<file path="config.mk">
export PLATFORM = sky130hd
export DESIGN_NAME = ibufds_diff_filter
export DESIGN_NICKNAME = d
export VERILOG_FILES = /design/src/rtl/ibufds_diff_filter.sv
export SDC_FILE = /design/constraint.sdc
export NUM_CORES = 1
export LEC_CHECK = 0
export CAP_MARGIN = 20
export CORE_MARGIN = 4
export CORE_UTILIZATION = 27
export DETAILED_ROUTE_END_ITERATION = 8
export PLACE_DENSITY_LB_ADDON = 0.15
export SKIP_CTS_REPAIR_TIMING = 1
export SYNTH_ARGS = -nofsm -noshare
export SYNTH_HDL_FRONTEND = slang
export SYNTH_SLANG_ARGS = --single-unit
</file>
<file path="constraint.sdc">
create_clock -name CLK -period 1.9 [get_ports CLK]
set_input_delay 0.38 -clock CLK [delete_from_list [all_inputs] [get_ports CLK]]
set_output_delay 0.38 -clock CLK [all_outputs]
set_load 0.02 [all_outputs]
</file>
<file path="src/rtl/ibufds_diff_filter.sv">
// rtl/ibufds_diff_filter.sv - synchronised, glitch-filtered differential pair receiver
// Optional per-channel polarity inversion input INV is enabled by `define IBUFDS_DIFF_FILTER_POL_INV_EN.
module ibufds_diff_filter #(
  parameter int    WIDTH      = 4,
  parameter int    FILTER_LEN = 3,
  parameter int    INV_LIMIT  = 4,
  parameter string IOSTANDARD = "LVDS_25"
) (
  input  logic             CLK,
  input  logic             RST,
  input  logic [WIDTH-1:0] I,
  input  logic [WIDTH-1:0] IB,
  input  logic             ERR_CLR,
`ifdef IBUFDS_DIFF_FILTER_POL_INV_EN
  input  logic [WIDTH-1:0] INV,
`endif
  output logic [WIDTH-1:0] O,
  output logic [WIDTH-1:0] OB,
  output logic [WIDTH-1:0] VALID,
  output logic [WIDTH-1:0] ERR
);

  localparam int FW = $clog2(FILTER_LEN + 1);
  localparam int IW = $clog2(INV_LIMIT + 1);
  localparam logic [FW-1:0] FILT_LAST = FW'(FILTER_LEN - 1);
  localparam logic [IW-1:0] INV_MAX   = IW'(INV_LIMIT);
  localparam logic [IW-1:0] INV_LAST  = IW'(INV_LIMIT - 1);
  localparam string unused_iostandard = IOSTANDARD;

  logic [WIDTH-1:0] i_meta;
  logic [WIDTH-1:0] ib_meta;
  logic [WIDTH-1:0] s_i;
  logic [WIDTH-1:0] s_ib;
  logic [WIDTH-1:0] cand;

  // Reset to a valid pair (I=0, IB=1) so no spurious invalid sample follows reset
  always_ff @(posedge CLK) begin
    if (RST) begin
      i_meta  <= '0;
      s_i     <= '0;
      ib_meta <= '1;
      s_ib    <= '1;
    end else begin
      i_meta  <= I;
      s_i     <= i_meta;
      ib_meta <= IB;
      s_ib    <= ib_meta;
    end
  end

`ifdef IBUFDS_DIFF_FILTER_POL_INV_EN
  logic [WIDTH-1:0] inv_meta;
  logic [WIDTH-1:0] s_inv;

  // INV is synchronised alongside the pins so a polarity flip filters like a data change
  always_ff @(posedge CLK) begin
    if (RST) begin
      inv_meta <= '0;
      s_inv    <= '0;
    end else begin
      inv_meta <= INV;
      s_inv    <= inv_meta;
    end
  end

  assign cand = s_i ^ s_inv;
`else
  assign cand = s_i;
`endif

  for (genvar n = 0; n < WIDTH; n++) begin : g_ch
    logic          o_q;
    logic          valid_q;
    logic          err_q;
    logic [FW-1:0] fcnt;
    logic [IW-1:0] icnt;
    logic          sample_ok;
    logic          reach;

    assign sample_ok = s_i[n] ^ s_ib[n];
    assign reach     = !sample_ok && (icnt == INV_LAST);

    always_ff @(posedge CLK) begin
      if (RST) begin
        o_q     <= 1'b0;
        valid_q <= 1'b0;
        err_q   <= 1'b0;
        fcnt    <= '0;
        icnt    <= '0;
      end else begin
        if (sample_ok) begin
          icnt    <= '0;
          valid_q <= 1'b1;
          if (cand[n] == o_q) begin
            fcnt <= '0;
          end else if (fcnt == FILT_LAST) begin
            o_q  <= cand[n];
            fcnt <= '0;
          end else begin
            fcnt <= fcnt + FW'(1);
          end
        end else begin
          // Invalid samples freeze the filter; only the timeout counter moves
          if (icnt != INV_MAX) begin
            icnt <= icnt + IW'(1);
          end
          if (reach) begin
            valid_q <= 1'b0;
          end
        end

        if (reach) begin
          err_q <= 1'b1;
        end else if (ERR_CLR) begin
          err_q <= 1'b0;
        end
      end
    end

    assign O[n]     = o_q;
    assign VALID[n] = valid_q;
    assign ERR[n]   = err_q;
  end

  assign OB = ~O;

endmodule

</file>
==> run_results.csv <==
group,metric,value,unit
worst_hold_path,holdCritPathClass,"register to register",
cells_and_area,fin_nets,257,
timing,finalSetupViolations,0,
placed_design,place_ws,0.3276,ns
critical_path,crit_fanout,8,
timing,hold_violations,0,
timing,fmaxAchievable,558.9,MHz
clock_tree,cts_buffer_depth,2,
cells_and_area,final_cell_area,2466,um2
timing,fin_crit,1.789,ns
global_routing,antenna_found_initial,0,
detailed_routing,drt_iter0_drc,49,
timing,min_period_over_period,0.9417,
timing,fin_ws,0.1108,ns
placed_design,dp_cells,326,
synth,synth-edff-count,0,
clock_tree,cts_sinks,48,
critical_path,crit_family,"buffers and inverters",
floorplanning,die_x,96.03,um
global_routing,grt_pass1_wl,5740,um
global_routing,grt_overflow,0,
clock_tree,cts-htree-levels,2,
synth,synthCells,218,
synth,syn-mean-instance-area,9.596,um2
detailed_routing,route.detailed.drc,0,
timing,relSlewSlack,0.7589,
detailed_routing,wirelength,3371,um
timing,hold_ws,0.4116,ns
cells_and_area,final_core_util,0.3329,
status,outcome,"finished, final reports clean",
critical_path,endpoint_kind,"output port",
critical_path,critical-path-max-stage-delay,0.66,ns
cells_and_area,final_common_cell,"dfxtp_1",
synth,synth_top_area_frac,0.4593,
cells_and_area,instances_no_fill,334,
detailed_routing,routedWlPerCell,10.09,um
synth,async_reset_ff_frac,0,
synth,synth_ff_type,"dfxtp_1",
placed_design,place_congestion,0.7164,
detailed_routing,vias,1387,
synth,synth_nets,241,
cells_and_area,final_cell_mix,"dfxtp_1, clkdlybuf4s50_1, inv_1",
power,report.power.total,1.800,mW
critical_path,slowest_stage,"clkdlybuf4s50_1",
synth,yosys_warnings,0,
placed_design,numPortBuffers,26,
global_routing,first_global_vias,1313,
detailed_routing,antenna_left,0,
critical_path,startpoint_type,"register",
clock_tree,numCtsBuffers,5,
cells_and_area,insertedDiodeCount,0,
cells_and_area,num-fill-cells,776,
placed_design,place_area,2376,um2
floorplanning,io_pins,27,
placed_design,hpwl,2343,um
synth,yosysUniqueCellTypes,33,
timing,worstMarginPinSlew,0.3611,ns
cells_and_area,syn2layout_area_growth,17.88,%
clock_tree,clk_latency,0.29,ns
critical_path,crit_chain,"clkdlybuf4s50_1",
synth,syn_area,2092,um2
floorplanning,die_y,96.03,um
synth,synth_top_cell_by_area,"dfxtp_1",
power,peakVddDrop,0.3260,mV
clock_tree,clkTransAtPathRegs,0.08,ns
timing,rsz0062_at_grt,"false",
power,p_leak,0.8725,nW
power,power.density,730.1,nW/um2
critical_path,cp.arrival,1.41,ns
cells_and_area,drive_above_1_share,0.09787,
floorplanning,initial_core_util,0.2824,
detailed_routing,via_per_inst,4.153,
clock_tree,tritoncts,"yes",
floorplanning,core,7408,um2
critical_path,critPathBufInv,1,
global_routing,grt_usage,0.07973,
flow_run,maxCapViolCount,0,
floorplanning,num_rows,31,
timing,final.setup.tns,0,ns
clock_tree,cts_root_buf,"clkbuf_8",
synth,ys_top_cells_by_area,"dfxtp_1, ha_1, a21oi_1",
global_routing,grt_max_degree,49,
detailed_routing,drt_pass1_iterations,4,
floorplanning,dieArea,9221,um2
critical_path,cp_data_required_time,1.52,ns
synth,ys_seq_area_frac,0.4593,
timing,finClkSkew,0.002345,ns
timing,drv_slew,0,
synth,ys_seq_elements,48,
critical_path,path_class,"register to output port",
cell usage after synthesis, types with 5 or more instances:
| cell | number |
|---|---|
| nor2_1 | 6 |
| buf_4 | 13 |
| nand2_1 | 12 |
| xnor2_1 | 8 |
| a21oi_1 | 20 |
| inv_1 | 21 |
| nand2b_1 | 5 |
| nor3b_1 | 5 |
| nor2b_1 | 12 |
| or2_2 | 8 |
| ha_1 | 12 |
| nand3b_1 | 5 |
| dfxtp_1 | 48 |
| o21ai_0 | 7 |
cell families (layout without fill, tap and decap cells):
group	count (synthesis)	in the layout	share of synthesized area
compound gates	40	40	0.1256
xor+xnor	10	10	0.04187
fa+ha+maj	12	12	0.07177
buf+inv	39	56	0.09510
flops	48	48	0.4593
mux	2	2	0.009570
simple gates	67	67	0.1968
final timing paths:
kind | start | end | slack, ns | cells after the start
setup / recovery | g_ch[2].o_q | O[2] | 0.11 | 1
hold / removal | ib_meta[0] | s_ib[0] | 0.41 | 1
setup reg to reg | s_ib[2] | g_ch[2].fcnt[0] | 0.78 | 3
hold reg to reg | ib_meta[0] | s_ib[0] | 0.41 | 1
layout make-up:
type                            instances  area [um2]  share of cell area
Sequential cell                        48       960.9              0.3896
Multi-Input combinational cell        131       932.1              0.3780
Timing Repair Buffer                   27       280.3              0.1136
Tap cell                               99       123.9             0.05023
Clock buffer                            8       90.09             0.03653
Inverter                               21       78.83             0.03196
registers in the layout (all words and copies together) (netlist names):
name          cells
g_ch.icnt        12
s_ib              4
g_ch.err_q        4
cand              4
i_meta            4
g_ch.fcnt         8
g_ch.valid_q      4
ib_meta           4
g_ch.o_q          4
routing by layer:
metal  track usage  part of all wire  routed length, um  vias up
li1              -                 -                  -      748
met1        0.1028              0.52               1753      611
met2        0.1219              0.42               1415       23
met3       0.02424             0.045                151        5
met4       0.03555             0.015                 51        0
met5             0                 0                  0        -
where the power goes:
group	internal [mW]	switching, mW	leakage, nW
Clock	0.297	0.316	0.0455
Sequential	1.03	0.0245	0.393
Combinational	0.0690	0.0586	0.434
Total	1.40	0.399	0.873
No activity file was read; power rests on OpenSTA's default activity.
